### src/rtl/regwrite_scheduler_if.sv
// Bundle of every non-clock signal of regwrite_scheduler.
// The slave modport is the scheduler's view; the master modport is the view of
// the surrounding pipeline / long-latency unit / register file.
// Optional macro REGWRITE_SCHED_BYPASS_EN adds the decode bypass signals.
//
// Handshake: a long-latency result transfers on a rising clk edge where
// b_valid && b_ready are both high; b_valid may not depend on b_ready, and
// b_ready depends only on registered buffer occupancy.
interface regwrite_scheduler_if #(
    parameter int WAD = 5,
    parameter int WD  = 32
);
    logic           regwriteW;
    logic [WAD-1:0] rdW;
    logic [WD-1:0]  resultW;
    logic           issue_valid;
    logic [WAD-1:0] issue_rd;
    logic           b_valid;
    logic [WAD-1:0] b_rd;
    logic [WD-1:0]  b_data;
    logic           b_ready;
    logic [WAD-1:0] rs1D;
    logic [WAD-1:0] rs2D;
    logic [WAD-1:0] rdD;
    logic           stallD;
    logic           starve_hold;
    logic           we;
    logic [WAD-1:0] waddr;
    logic [WD-1:0]  wdata;
    logic           sb_err;
`ifdef REGWRITE_SCHED_BYPASS_EN
    logic           byp1_en;
    logic           byp2_en;
    logic [WD-1:0]  byp_data;
`endif

    modport slave (
        input  regwriteW, rdW, resultW,
        input  issue_valid, issue_rd,
        input  b_valid, b_rd, b_data,
        output b_ready,
        input  rs1D, rs2D, rdD,
        output stallD, starve_hold,
        output we, waddr, wdata,
`ifdef REGWRITE_SCHED_BYPASS_EN
        output byp1_en, byp2_en, byp_data,
`endif
        output sb_err
    );

    modport master (
        output regwriteW, rdW, resultW,
        output issue_valid, issue_rd,
        output b_valid, b_rd, b_data,
        input  b_ready,
        output rs1D, rs2D, rdD,
        input  stallD, starve_hold,
        input  we, waddr, wdata,
`ifdef REGWRITE_SCHED_BYPASS_EN
        input  byp1_en, byp2_en, byp_data,
`endif
        input  sb_err
    );
endinterface

### src/rtl/regwrite_scheduler.sv
// regwrite_scheduler: owns the register-file write port. The in-order pipeline
// writeback always wins; long-latency results wait in a small FIFO and drain
// whenever the pipeline leaves the port free. A per-register pending scoreboard
// tracks outstanding long-latency destinations and stalls decode on hazards.
// Optional macro REGWRITE_SCHED_BYPASS_EN: decode may consume the result that
// is committing this cycle (byp1_en/byp2_en/byp_data) instead of stalling.
module regwrite_scheduler #(
    parameter int WAD        = 5,
    parameter int WD         = 32,
    parameter int DEPTH      = 2,
    parameter int STARVE_MAX = 8
) (
    input  logic                 clk,
    input  logic                 rst,
    regwrite_scheduler_if.slave  bus
);
    localparam int NREG = 2 ** WAD;
    localparam int PW   = (DEPTH > 1) ? $clog2(DEPTH) : 1;
    localparam int CW   = $clog2(DEPTH + 1);
    localparam int SW   = $clog2(STARVE_MAX + 1);

    // Result buffer storage (data path only, no reset needed)
    logic [WAD-1:0] rd_mem_q   [DEPTH];
    logic [WD-1:0]  data_mem_q [DEPTH];

    logic [PW-1:0]   wr_ptr_q, wr_ptr_d;
    logic [PW-1:0]   rd_ptr_q, rd_ptr_d;
    logic [CW-1:0]   cnt_q, cnt_d;
    logic [NREG-1:0] pend_q, pend_d;
    logic            err_q, err_d;
    logic [SW-1:0]   starve_q, starve_d;

    logic            pipe_wr;
    logic            empty;
    logic            full;
    logic            push;
    logic            accept;
    logic            pop;
    logic [WAD-1:0]  head_rd;
    logic [WD-1:0]   head_data;
    logic            we_w;
    logic [WAD-1:0]  waddr_w;
    logic [WD-1:0]   wdata_w;
    logic [NREG-1:0] pend_vis;

    assign head_rd   = rd_mem_q[rd_ptr_q];
    assign head_data = data_mem_q[rd_ptr_q];
    assign empty     = (cnt_q == '0);
    assign full      = (cnt_q == CW'(DEPTH));
    // A result for x0 is still handshaken but never occupies an entry.
    assign accept    = bus.b_valid && !full;
    assign push      = accept && (bus.b_rd != '0);
    // Writes to x0 never reach the port.
    assign pipe_wr   = bus.regwriteW && (bus.rdW != '0);
    // The buffer head commits only when the pipeline leaves the port idle.
    assign pop       = !pipe_wr && !empty;

    // Write-port arbitration: pipeline first, then buffer head; quiet in reset.
    always_comb begin
        we_w    = 1'b0;
        waddr_w = '0;
        wdata_w = '0;
        if (!rst) begin
            if (pipe_wr) begin
                we_w    = 1'b1;
                waddr_w = bus.rdW;
                wdata_w = bus.resultW;
            end else if (!empty) begin
                we_w    = 1'b1;
                waddr_w = head_rd;
                wdata_w = head_data;
            end
        end
    end

    assign bus.we      = we_w;
    assign bus.waddr   = waddr_w;
    assign bus.wdata   = wdata_w;
    assign bus.b_ready = !full;

    // Buffer pointers and occupancy next state.
    always_comb begin
        wr_ptr_d = wr_ptr_q;
        rd_ptr_d = rd_ptr_q;
        cnt_d    = cnt_q;
        if (push) begin
            wr_ptr_d = wr_ptr_q + PW'(1);
        end
        if (pop) begin
            rd_ptr_d = rd_ptr_q + PW'(1);
        end
        case ({push, pop})
            2'b10:   cnt_d = cnt_q + CW'(1);
            2'b01:   cnt_d = cnt_q - CW'(1);
            default: cnt_d = cnt_q;
        endcase
    end

    // Scoreboard: clear on head commit, set on issue (set applied last so it wins).
    always_comb begin
        pend_d = pend_q;
        if (pop) begin
            pend_d[head_rd] = 1'b0;
        end
        if (bus.issue_valid && (bus.issue_rd != '0)) begin
            pend_d[bus.issue_rd] = 1'b1;
        end
        pend_d[0] = 1'b0;
        err_d = err_q | (bus.issue_valid && (bus.issue_rd != '0) && pend_q[bus.issue_rd]);
    end

    // Starvation counter: counts cycles the pipeline holds the port over a waiting result.
    always_comb begin
        if (empty || pop) begin
            starve_d = '0;
        end else if (starve_q != SW'(STARVE_MAX)) begin
            starve_d = starve_q + SW'(1);
        end else begin
            starve_d = starve_q;
        end
    end

    // Decode hazard view of the scoreboard; with bypass, the committing rd is visible.
    always_comb begin
        pend_vis = pend_q;
`ifdef REGWRITE_SCHED_BYPASS_EN
        if (pop) begin
            pend_vis[head_rd] = 1'b0;
        end
`endif
    end

    assign bus.stallD      = pend_vis[bus.rs1D] | pend_vis[bus.rs2D] | pend_vis[bus.rdD];
    assign bus.starve_hold = (starve_q == SW'(STARVE_MAX));
    assign bus.sb_err      = err_q;

`ifdef REGWRITE_SCHED_BYPASS_EN
    // head_rd is never x0, so a zero source address never bypasses.
    assign bus.byp1_en  = pop && (bus.rs1D == head_rd);
    assign bus.byp2_en  = pop && (bus.rs2D == head_rd);
    assign bus.byp_data = wdata_w;
`endif

    // Control state registers; reset discards buffer contents and pending bits at once.
    always_ff @(posedge clk or posedge rst) begin
        if (rst) begin
            wr_ptr_q <= '0;
            rd_ptr_q <= '0;
            cnt_q    <= '0;
            pend_q   <= '0;
            err_q    <= 1'b0;
            starve_q <= '0;
        end else begin
            wr_ptr_q <= wr_ptr_d;
            rd_ptr_q <= rd_ptr_d;
            cnt_q    <= cnt_d;
            pend_q   <= pend_d;
            err_q    <= err_d;
            starve_q <= starve_d;
        end
    end

    // Buffer payload write on accepted, non-x0 results.
    always_ff @(posedge clk) begin
        if (push) begin
            rd_mem_q[wr_ptr_q]   <= bus.b_rd;
            data_mem_q[wr_ptr_q] <= bus.b_data;
        end
    end

endmodule

### src/flat_wrapper.sv
// flat-port wrapper written by rule: the top's interface ports become plain ports
module regwrite_scheduler_flat 
#(
    parameter int WAD        = 5,
    parameter int WD         = 32,
    parameter int DEPTH      = 2,
    parameter int STARVE_MAX = 8
)
  (clk, rst, bus_regwriteW, bus_rdW, bus_resultW, bus_issue_valid, bus_issue_rd, bus_b_valid, bus_b_rd, bus_b_data, bus_b_ready, bus_rs1D, bus_rs2D, bus_rdD, bus_stallD, bus_starve_hold, bus_we, bus_waddr, bus_wdata, bus_sb_err);
  regwrite_scheduler_if #(.WAD(WAD), .WD(WD)) bus_i ();
  input  logic clk;
  input  logic rst;
  input wire logic [$bits(bus_i.regwriteW)-1:0] bus_regwriteW;
  input wire logic [$bits(bus_i.rdW)-1:0] bus_rdW;
  input wire logic [$bits(bus_i.resultW)-1:0] bus_resultW;
  input wire logic [$bits(bus_i.issue_valid)-1:0] bus_issue_valid;
  input wire logic [$bits(bus_i.issue_rd)-1:0] bus_issue_rd;
  input wire logic [$bits(bus_i.b_valid)-1:0] bus_b_valid;
  input wire logic [$bits(bus_i.b_rd)-1:0] bus_b_rd;
  input wire logic [$bits(bus_i.b_data)-1:0] bus_b_data;
  output wire logic [$bits(bus_i.b_ready)-1:0] bus_b_ready;
  input wire logic [$bits(bus_i.rs1D)-1:0] bus_rs1D;
  input wire logic [$bits(bus_i.rs2D)-1:0] bus_rs2D;
  input wire logic [$bits(bus_i.rdD)-1:0] bus_rdD;
  output wire logic [$bits(bus_i.stallD)-1:0] bus_stallD;
  output wire logic [$bits(bus_i.starve_hold)-1:0] bus_starve_hold;
  output wire logic [$bits(bus_i.we)-1:0] bus_we;
  output wire logic [$bits(bus_i.waddr)-1:0] bus_waddr;
  output wire logic [$bits(bus_i.wdata)-1:0] bus_wdata;
  output wire logic [$bits(bus_i.sb_err)-1:0] bus_sb_err;
  assign bus_i.regwriteW = bus_regwriteW;
  assign bus_i.rdW = bus_rdW;
  assign bus_i.resultW = bus_resultW;
  assign bus_i.issue_valid = bus_issue_valid;
  assign bus_i.issue_rd = bus_issue_rd;
  assign bus_i.b_valid = bus_b_valid;
  assign bus_i.b_rd = bus_b_rd;
  assign bus_i.b_data = bus_b_data;
  assign bus_b_ready = bus_i.b_ready;
  assign bus_i.rs1D = bus_rs1D;
  assign bus_i.rs2D = bus_rs2D;
  assign bus_i.rdD = bus_rdD;
  assign bus_stallD = bus_i.stallD;
  assign bus_starve_hold = bus_i.starve_hold;
  assign bus_we = bus_i.we;
  assign bus_waddr = bus_i.waddr;
  assign bus_wdata = bus_i.wdata;
  assign bus_sb_err = bus_i.sb_err;
  regwrite_scheduler #(.WAD(WAD), .WD(WD), .DEPTH(DEPTH), .STARVE_MAX(STARVE_MAX)) u_core (.clk(clk), .rst(rst), .bus(bus_i));
endmodule
### config.mk
export PLATFORM = sky130hd
export DESIGN_NAME = regwrite_scheduler_flat
export DESIGN_NICKNAME = d
export VERILOG_FILES = /design/src/rtl/regwrite_scheduler_if.sv /design/src/rtl/regwrite_scheduler.sv /design/src/flat_wrapper.sv
export SDC_FILE = /design/constraint.sdc
export NUM_CORES = 1
export LEC_CHECK = 0
export BUFFER_PORTS_ARGS = -buffer_cell sky130_fd_sc_hd__buf_2
export CORE_MARGIN = 3
export CORE_UTILIZATION = 54
export DETAILED_ROUTE_END_ITERATION = 6
export MAX_ROUTING_LAYER = met4
export PLACE_DENSITY = 0.78
export RECOVER_POWER = 25
export SKIP_LAST_GASP = 1
export SYNTH_ARGS = -nofsm -noshare
export SYNTH_HDL_FRONTEND = slang
export SYNTH_SLANG_ARGS = --single-unit
### constraint.sdc
create_clock -name clk -period 3.7 [get_ports clk]
set_input_delay 0.74 -clock clk [delete_from_list [all_inputs] [get_ports clk]]
set_output_delay 0.74 -clock clk [all_outputs]
set_load 0.03 [all_outputs]
==> reports/metrics.cfg, run 1 <==
[sta]
tns_ns=0
timing.final.crit_share_pct=94.0
fmax_mhz=287
relSlewSlack_pct=29.8
rsz0062_at_grt=false
post-route-worst-setup-slack_ns=0.221
post-route-min-period_ns=3.48
drv_slew=0
hold_violations=0
max_slew.worst_pin.slew_ns=1.05
skew_ns=0.00992
setup-violations-final=0

[job]
max_cap_violations=0

[setup_path]
cp_cell_sequence=buf_2 -> or4_1 -> o21a_2 -> buf_12 -> nor3_1 -> a21oi_1 -> nor2_1 -> buf_2
r2r_end=u_core.data_mem_q[0][14]$_DFFE_PP_
critPathRequiredTime_ns=2.96
r2r_start=u_core.cnt_q[0]$_DFFE_PP0P_
crit_path_top_delay_cell=or4_1
crit_path_max_fanout=43
crit_top_cell=buf_2
cpPeakStageDelay_ns=0.54
startpoint_type=input pin
worstSetupEndpointType=primary output
crit_start=bus_rdW[2]
critPathKind=input pin to primary output
r2r_cells=3
arrival_ns=2.74
r2r_slack_ns=1.49

[logic_synthesis]
synth_cell_type_count=42
syn_nets=612
syn_inst=510
avgSynthCellArea_um2=11.9
synth_edf_count=74
synth_top_area_share_pct=36.7
yosys_warnings=0
seq_area_frac_synth_pct=53.3
async_flop_share_pct=35.1
ys.flop_type=edfxtp_1
synth_area_um2=6050
synth_area_leaders=edfxtp_1, dfrtp_1, mux4_2
synth-seq-cells=114
synth_top_area_cell=edfxtp_1

[placed_design]
dp_hpwl_um=11100
numPortBuffers=140
pre_cts_slack_ns=0.311
gp_congestion=0.982
dpl_cell_area_um2=6850

[cts]
h-tree-depth=4
cts_buffers=17
clock-sinks=114
cts_resized=0
root_buffer=clkbuf_8
cts.clk_slew.worst_paths_ns=0.05
post-cts-setup-buffers=0
ctsHoldBuffers=0
cts_tree=built
clock_path_buffers=2
clk_latency_ns=0.52

[die]
die_y_um=112
die_w_um=112
ioPinCount=141
num_rows=38
core_um2=10900
initial_utilization_pct=55.6
dieArea_um2=12500

[grt]
grt.busiest_layer=met2
grtUsageMet2_pct=41.9
grt_use_met3_pct=7.39
grt_pass1_wl_um=24900
grt_max_degree=44
grt_antenna_before_repair=0
met1_usage_pct=32.6
track_usage_pct=26.2
grt_overflow=0
grt_pass1_vias=4929

[min_path]
min_path_type=input pin to asynchronous set/reset pin

[cells_and_area]
area_growth_syn_to_layout_pct=23.2
layout_commonest_cell=buf_2
layout_common_cells=buf_2, edfxtp_1, o21ai_0
drive_above_1_share_pct=31.6
fin_nets=744
fin_area_um2=7460
antenna_cells=0

[route]
wl_um=15300
wl_per_cell_um=19.3
via_per_inst=6.11
drc=0
ant_nets=0
num_vias=4855
firstDrtPassIters=5
drt_iter0_markers=453

[power_and_ir_drop]
power.leakage_nw=2.98
p_per_area_nw_per_um2=772
ir_drop_uv=501
power_w=0.00575

[outcome]
status=finished clean

power breakdown:
part	switching [W]	total, W	leakage (nW)	internal [W]
Sequential	0.000357	0.00214	1.17	0.00179
Combinational	0.00108	0.00189	1.51	0.000810
Clock	0.000563	0.00172	0.297	0.00116
Total	0.00200	0.00575	2.98	0.00375
logic make-up after synthesis:
| group | Yosys count | synth area share [%] |
|---|---|---|
| AOI/OAI and AO/OA | 119 | 10.7 |
| xor gates and xnor gates | 8 | 1.16 |
| adders and majority gates | 3 | 0.621 |
| buffers and inverters | 39 | 2.94 |
| DFF | 114 | 53.3 |
| muxes | 89 | 20.4 |
| and+or+nand+nor | 138 | 10.9 |
worst max-delay path: cells and delay by family:
kind / cells / cell delay (ns)
buf+inv: 3 / 0.55
simple gates: 3 / 0.97
compound gates: 2 / 0.45
final cells by class:
type / count / area (µm²)
clock buffers: 18 / 418
multi-input cells: 357 / 2670
well taps: 140 / 175
fillers: 775 / 3430
flip-flops and latches: 114 / 3220
inverters: 6 / 22.5
repair buffers: 146 / 736
clock inverters: 14 / 213
worst max path at each step:
stage	end	slack, ns	cells after the start
2_1_floorplan	bus_waddr[4]	0.48	5
3_3_place_gp	bus_wdata[31]	0.34	8
3_5_place_dp	bus_wdata[31]	0.31	8
4_1_cts	bus_wdata[18]	0.27	8
5_1_grt	bus_wdata[18]	0.11	8
6_report	bus_wdata[31]	0.22	8
sequential cells by signal (all words and copies together), names as in the netlist:
register / flops
u_core.rd_ptr_q: 1
u_core.pend_q: 31
u_core.cnt_q: 2
u_core.wr_ptr_q: 1
u_core.starve_q: 4
u_core.bus.sb_err: 1
u_core.rd_mem_q: 10
u_core.data_mem_q: 64
per-layer routing:
metal	routed length [µm]	part of all wire (%)
met5	0	0
met4	248	1.6
met3	1470	9.6
met2	7570	49
met1	6010	39
cell usage after synthesis (5+ instances only):
| cell | count |
|---|---|
| edfxtp_1 | 74 |
| o21ai_0 | 60 |
| mux2i_1 | 49 |
| nor2_1 | 43 |
| dfrtp_1 | 40 |
| a21oi_1 | 39 |
| nor3_1 | 36 |
| mux4_2 | 26 |
| nand2_1 | 20 |
| clkbuf_1 | 19 |
| mux2_2 | 14 |
| buf_2 | 10 |
| nand3_1 | 9 |
| nand4_1 | 7 |
| inv_1 | 6 |
| nor2b_1 | 6 |
| xnor2_1 | 5 |
stage by stage:
step | std cells | util (%) | hold WS [ns]
2_1_floorplan | 510 | - | 0.468
6_report | 795 | 68.5 | 0.407
3_3_place_gp | 763 | 62.9 | 0.459
4_1_cts | 795 | 68.7 | 0.379
5_1_grt | 795 | 68.5 | 0.390
3_5_place_dp | 763 | 62.9 | 0.466
Note: power is estimated with default switching activity, not from simulation.
==> inputs of run 2 (changes only) <==
CORE_UTILIZATION = 56   (was 54)
PLACE_DENSITY = 0.81   (was 0.78)
clock period = 4.2 ns   (was 3.7 ns; I/O delays follow)
==> run 2 against run 1 <==
  * Global-route usage up 1.6 points
  * Sequential cell count stayed put
  * Setup slack improved by 0.34 ns
  * Via count is 0.31% higher
  * Sequential power is 9% lower
  * Cell count down 0.63%
  * Core utilization grew 2.5 points
  * Hold slack improved by 0.10 ns
  * Non-clock buffer count stayed put
==> reports/metrics.cfg, run 2 (synthesis results as in run 1) <==
[outcome]
status=finished clean

[cts]
cts_tree=built
clk_latency_ns=0.51  ; about the same
post-cts-setup-buffers=0  ; unchanged
clock-sinks=114  ; unchanged
ctsHoldBuffers=0  ; unchanged
cts.clk_slew.worst_paths_ns=0.06  ; about the same
h-tree-depth=4  ; unchanged
clock_path_buffers=2  ; unchanged
root_buffer=clkbuf_8
cts_buffers=17  ; unchanged
cts_resized=0  ; unchanged

[die]
core_um2=10400  ; -4.3%
num_rows=37  ; -2.6%
ioPinCount=141  ; unchanged
initial_utilization_pct=58.1  ; +2.5 points
die_w_um=110  ; -1.7%
dieArea_um2=12100  ; -3.4%
die_y_um=110  ; -1.7%

[sta]
relSlewSlack_pct=26.2  ; -3.6 points
fmax_mhz=274
skew_ns=0.00777  ; -0.00215 ns
drv_slew=0  ; unchanged
hold_violations=0  ; unchanged
max_slew.worst_pin.slew_ns=1.10  ; +0.0539 ns
timing.final.crit_share_pct=86.7
setup-violations-final=0  ; unchanged
rsz0062_at_grt=false
post-route-min-period_ns=3.64
tns_ns=0  ; unchanged

[grt]
grt_max_degree=41  ; -6.8%
grt_pass1_wl_um=24400  ; -1.7%
track_usage_pct=27.8  ; +1.6 points
grt_pass1_vias=4943  ; +0.28%
grt_overflow=0  ; unchanged
grt_antenna_before_repair=0  ; unchanged

[cells_and_area]
antenna_cells=0  ; unchanged
layout_commonest_cell=buf_2
fin_nets=744  ; unchanged
largest_reg_flops=64  ; unchanged
reg_top3=u_core.data_mem_q: 64 flops, u_core.pend_q: 31 flops, u_core.rd_mem_q: 10 flops
drive_above_1_share_pct=31.2  ; -0.41 points
regMostFlops=u_core.data_mem_q
fill_cells=737  ; -4.9%
area_growth_syn_to_layout_pct=22.3
finalNonFillerCells=790  ; -0.63%
layout_common_cells=buf_2, edfxtp_1, o21ai_0

[setup_path]
worstSetupEndpointType=primary output
arrival_ns=2.80  ; +0.06 ns
crit_path_max_fanout=26  ; -40%
critPathKind=input pin to primary output
crit_top_cell=buf_2
startpoint_type=input pin
critPathRequiredTime_ns=3.36  ; +0.40 ns
cpPeakStageDelay_ns=0.53  ; about the same
crit_path_top_delay_cell=or4_1
cp_cell_sequence=buf_2 -> or4_1 -> o21a_2 -> buf_4 -> nor3_1 -> a21oi_1 -> nor2_1 -> buf_2

[route]
wl_per_cell_um=19.8  ; +2.9%
drt_iter0_markers=478  ; +5.5%
wl_met2_um=7830  ; +3.4%
wl_met3_um=1600  ; +8.5%
highest_layer=met4
ant_nets=0  ; unchanged
wl_um=15700  ; +2.3%
drc=0  ; unchanged
via_per_inst=6.16  ; +0.94%
firstDrtPassIters=5  ; unchanged
met1_length_um=5730  ; -4.6%
num_vias=4870  ; +0.31%

[min_path]
min_path_type=register to register

[power_and_ir_drop]
ir_drop_uv=471  ; -6.1%
power.leakage_nw=2.96  ; -0.67%
p_per_area_nw_per_um2=674  ; -13%

[placed_design]
gp_congestion=0.957  ; -2.5%
numPlacedInstances=759  ; -0.52%
dp_hpwl_um=10900  ; -1.5%
numPortBuffers=140  ; unchanged

[job]
max_cap_violations=0  ; unchanged

[run 2: changes by cell type in the layout (fill, tap and decap cells not counted)]
cell	before	now
buf_12	1	0
buf_2	122	123
buf_4	5	6
bufinv_16	5	4
clkinv_1	0	2
clkinv_4	2	0
clkinvlp_4	4	3
[run 2: critical path, delay by kind of cell]
family	cells	cell delay, ns
AO/OA/AOI/OAI	2	0.49
buffers and inverters	3	0.59
AND/OR/NAND/NOR	3	0.88
[run 2: where the power goes]
part           internal, W  total, W  switching, W
Sequential         0.00157   0.00194      0.000371
Combinational     0.000713   0.00162      0.000909
Clock             0.000949   0.00142      0.000467
[run 2: worst paths after layout]
check,start,end,slack [ns],cells after the start
max in group asynchronous,rst,u_core.rd_ptr_q$_DFFE_PP0N_,2.90,3
worst max register to register,u_core.rd_ptr_q$_DFFE_PP0N_,u_core.pend_q[22]$_DFF_PP0_,1.80,4
worst min-delay path,u_core.bus.sb_err$_DFF_PP0_,u_core.bus.sb_err$_DFF_PP0_,0.51,1
worst max-delay path,bus_rdW[2],bus_wdata[19],0.56,8
worst min register to register,u_core.bus.sb_err$_DFF_PP0_,u_core.bus.sb_err$_DFF_PP0_,0.51,1
min in group asynchronous,rst,u_core.starve_q[1]$_DFFE_PP0P_,0.57,2
[run 2: layout make-up]
cell class	instances	area (µm²)	share of cell area, %
Inverter	6	22.5	0.305
Timing Repair Buffer	146	724	9.80
Clock inverter	12	165	2.23
Clock buffer	19	422	5.70
Multi-Input combinational cell	357	2670	36.1
Tap cell	136	170	2.30
Sequential cell	114	3220	43.6
[run 2: per-stage QoR]
step                total power [W]  cell area (µm²)  setup slack (ns)  utilization (%)  hold slack (ns)
floorplan                   0.00304             6050             0.778                -            0.468
global placement            0.00348             6830             0.645             65.6            0.433
detailed placement          0.00355             6830             0.567             65.6            0.486
CTS                         0.00498             7420             0.569             71.2            0.491
global route                0.00525             7400             0.401             71.0            0.493
finish                      0.00498             7400             0.557             71.0            0.507
[run 2: routing by layer]
| metal | up-vias | GRT usage [%] |
|---|---|---|
| met1 | 2299 | 33.6 |
| met3 | 50 | 7.75 |
| li1 | 2224 | - |
| met4 | 0 | 12.7 |
| met2 | 297 | 43.8 |
| met5 | - | - |
==> inputs of run 3 (changes only) <==
CORE_UTILIZATION = 50   (was 56)
PLACE_DENSITY = 0.73   (was 0.81)
==> run 3 against run 2 <==
  * Via count decreased by 0.68%
  * Sequential power about the same
  * Critical path depth is the same
  * Global-route usage shrank 3.6 points
  * Register-to-register slack gained 0.13 ns
  * Clock power shrank 7%
  * Largest cell class unchanged
  * Power shrank 2.2%
  * Non-clock buffer count decreased by 1
  * Combinational power about the same
==> reports/metrics.cfg, run 3 (synthesis results as in run 1) <==
[outcome]
status=finished clean

[cells_and_area]
regMostFlops=u_core.data_mem_q
finalNonFillerCells=796  ; +0.76%
layout_common_cells=buf_2, edfxtp_1, o21ai_0
area_growth_syn_to_layout_pct=21.7
reg_top3=u_core.data_mem_q: 64 flops, u_core.pend_q: 31 flops, u_core.rd_mem_q: 10 flops
drive_above_1_share_pct=30.5  ; -0.72 points
largest_reg_flops=64  ; unchanged
antenna_cells=0  ; unchanged
layout_commonest_cell=buf_2
fin_nets=743  ; -0.13%
fin_area_um2=7360  ; -0.44%

[setup_path]
crit_path_top_delay_cell=or4_1
crit_top_cell=buf_2
cp_num_buf_inv=3  ; unchanged
cp_num_cells=8  ; unchanged
cp_cell_sequence=buf_2 -> or4_1 -> o21a_2 -> buf_12 -> nor3_1 -> a21oi_1 -> nor2_1 -> buf_2
r2r_end=u_core.pend_q[2]$_DFF_PP0_
cpLargestDelayFamily=simple AND/OR/NAND/NOR gates
worstSetupEndpointType=primary output
cp-endpoint=bus_wdata[27]
arrival_ns=2.74  ; -0.06 ns
startpoint_type=input pin
crit_start=bus_rdW[2]
r2r_start=u_core.rd_ptr_q$_DFFE_PP0N_
r2r_cells=4  ; unchanged
critPathRequiredTime_ns=3.36  ; about the same
critPathKind=input pin to primary output
cpPeakStageDelay_ns=0.54  ; about the same
r2r_slack_ns=1.93  ; +0.13 ns
crit_path_max_fanout=41  ; +58%

[sta]
setup-violations-final=0  ; unchanged
fmax_mhz=279  ; +1.8%
timing.final.crit_share_pct=85.2  ; -1.5 points
post-route-worst-setup-slack_ns=0.620  ; +0.0636 ns
drv_slew=0  ; unchanged
hold_violations=0  ; unchanged
max_slew.worst_pin.slew_ns=1.10  ; -0.00328 ns
timing.hold.ws_ns=0.450  ; -0.0572 ns
post-route-min-period_ns=3.58  ; -0.0636 ns
tns_ns=0  ; unchanged
skew_ns=0.00598  ; -0.00179 ns
relSlewSlack_pct=26.5  ; +0.22 points
rsz0062_at_grt=false

[route]
drc=0  ; unchanged
wl_um=15500  ; -1.0%
wl_per_cell_um=19.5  ; -1.8%
wl_met2_um=7680  ; -2.0%
highest_layer=met4
wl_met3_um=1160  ; -27%
drt_iter0_markers=393  ; -18%
firstDrtPassIters=5  ; unchanged
ant_nets=0  ; unchanged
num_vias=4837  ; -0.68%
via_per_inst=6.08  ; -1.4%
met1_length_um=6390  ; +11%

[grt]
grt_max_degree=42  ; +2.4%
grt_pass1_wl_um=24300  ; -0.51%
grt_pass1_vias=4763  ; -3.6%
grt_antenna_before_repair=0  ; unchanged
grt_overflow=0  ; unchanged
track_usage_pct=24.2  ; -3.6 points

[cts]
cts.clk_slew.worst_paths_ns=0.05  ; about the same
clock-sinks=114  ; unchanged
clk_latency_ns=0.40  ; -0.11 ns
post-cts-setup-buffers=0  ; unchanged
cts_buffers=17  ; unchanged
cts_tree=built
h-tree-depth=4  ; unchanged
clock_path_buffers=2  ; unchanged
cts_resized=0  ; unchanged
ctsHoldBuffers=0  ; unchanged
root_buffer=clkbuf_16

[die]
dieArea_um2=13500  ; +11%
num_rows=39  ; +5.4%
die_y_um=116  ; +5.5%
die_w_um=116  ; +5.5%
initial_utilization_pct=52.1  ; -6.0 points
ioPinCount=141  ; unchanged
core_um2=11600  ; +11%

[power_and_ir_drop]
p_per_area_nw_per_um2=662  ; -1.7%
power.leakage_nw=2.95  ; -0.50%
ir_drop_uv=356  ; -24%

[min_path]
holdPathStages=1  ; unchanged
min_path_type=register to register

[placed_design]
numPortBuffers=140  ; unchanged
gp_congestion=1.02  ; +6.1%
numPlacedInstances=765  ; +0.79%
pre_cts_slack_ns=0.643  ; +0.0758 ns
dpl_cell_area_um2=6850  ; +0.27%
dp_hpwl_um=10900  ; about the same

[job]
max_cap_violations=0  ; unchanged

run 3: changes by cell type in the layout (fill, tap and decap cells not counted), moves of 2 or more:
cell,previous run,this run
bufinv_16,4,2
clkinvlp_4,3,0
buf_4,6,4
clkbuf_1,19,22
run 3: layer usage:
metal  global-route usage (%)  vias to the layer above
li1                         -                     2227
met1                     31.4                     2359
met2                     37.7                      226
met3                     5.43                       25
met4                     8.97                        0
met5                        -                        -
run 3: where the power goes:
part	leakage (nW)	switching (W)	internal, W	total, W
clock network	0.264	0.000461	0.000859	0.00132
registers	1.17	0.000353	0.00157	0.00193
logic	1.51	0.000913	0.000715	0.00163
run 3: per-stage QoR:
stage	total power (W)	util [%]
2_1_floorplan	0.00304	-
5_1_grt	0.00514	63.4
4_1_cts	0.00488	63.6
3_5_place_dp	0.00355	59.0
6_report	0.00487	63.4
3_3_place_gp	0.00349	59.0
run 3: how the worst min path moves through the flow:
stage	slack [ns]	to	start
after detailed placement	0.44	u_core.bus.sb_err$_DFF_PP0_	u_core.bus.sb_err$_DFF_PP0_
final	0.45	u_core.bus.sb_err$_DFF_PP0_	u_core.bus.sb_err$_DFF_PP0_
after global placement	0.44	u_core.bus.sb_err$_DFF_PP0_	u_core.bus.sb_err$_DFF_PP0_
after floorplan	0.47	u_core.wr_ptr_q$_DFFE_PP0P_	u_core.wr_ptr_q$_DFFE_PP0P_
after CTS	0.45	u_core.bus.sb_err$_DFF_PP0_	u_core.bus.sb_err$_DFF_PP0_
after global routing	0.46	u_core.bus.sb_err$_DFF_PP0_	u_core.bus.sb_err$_DFF_PP0_
run 3: area by class of cell:
| type | instances | area (µm²) |
|---|---|---|
| clock buffer | 23 | 448 |
| clock inverter | 8 | 87.6 |
| fill | 918 | 4250 |
| inverter | 6 | 22.5 |
| multi-input combinational | 357 | 2670 |
| sequential | 114 | 3220 |
| tap | 143 | 179 |
| timing repair buffer | 145 | 729 |
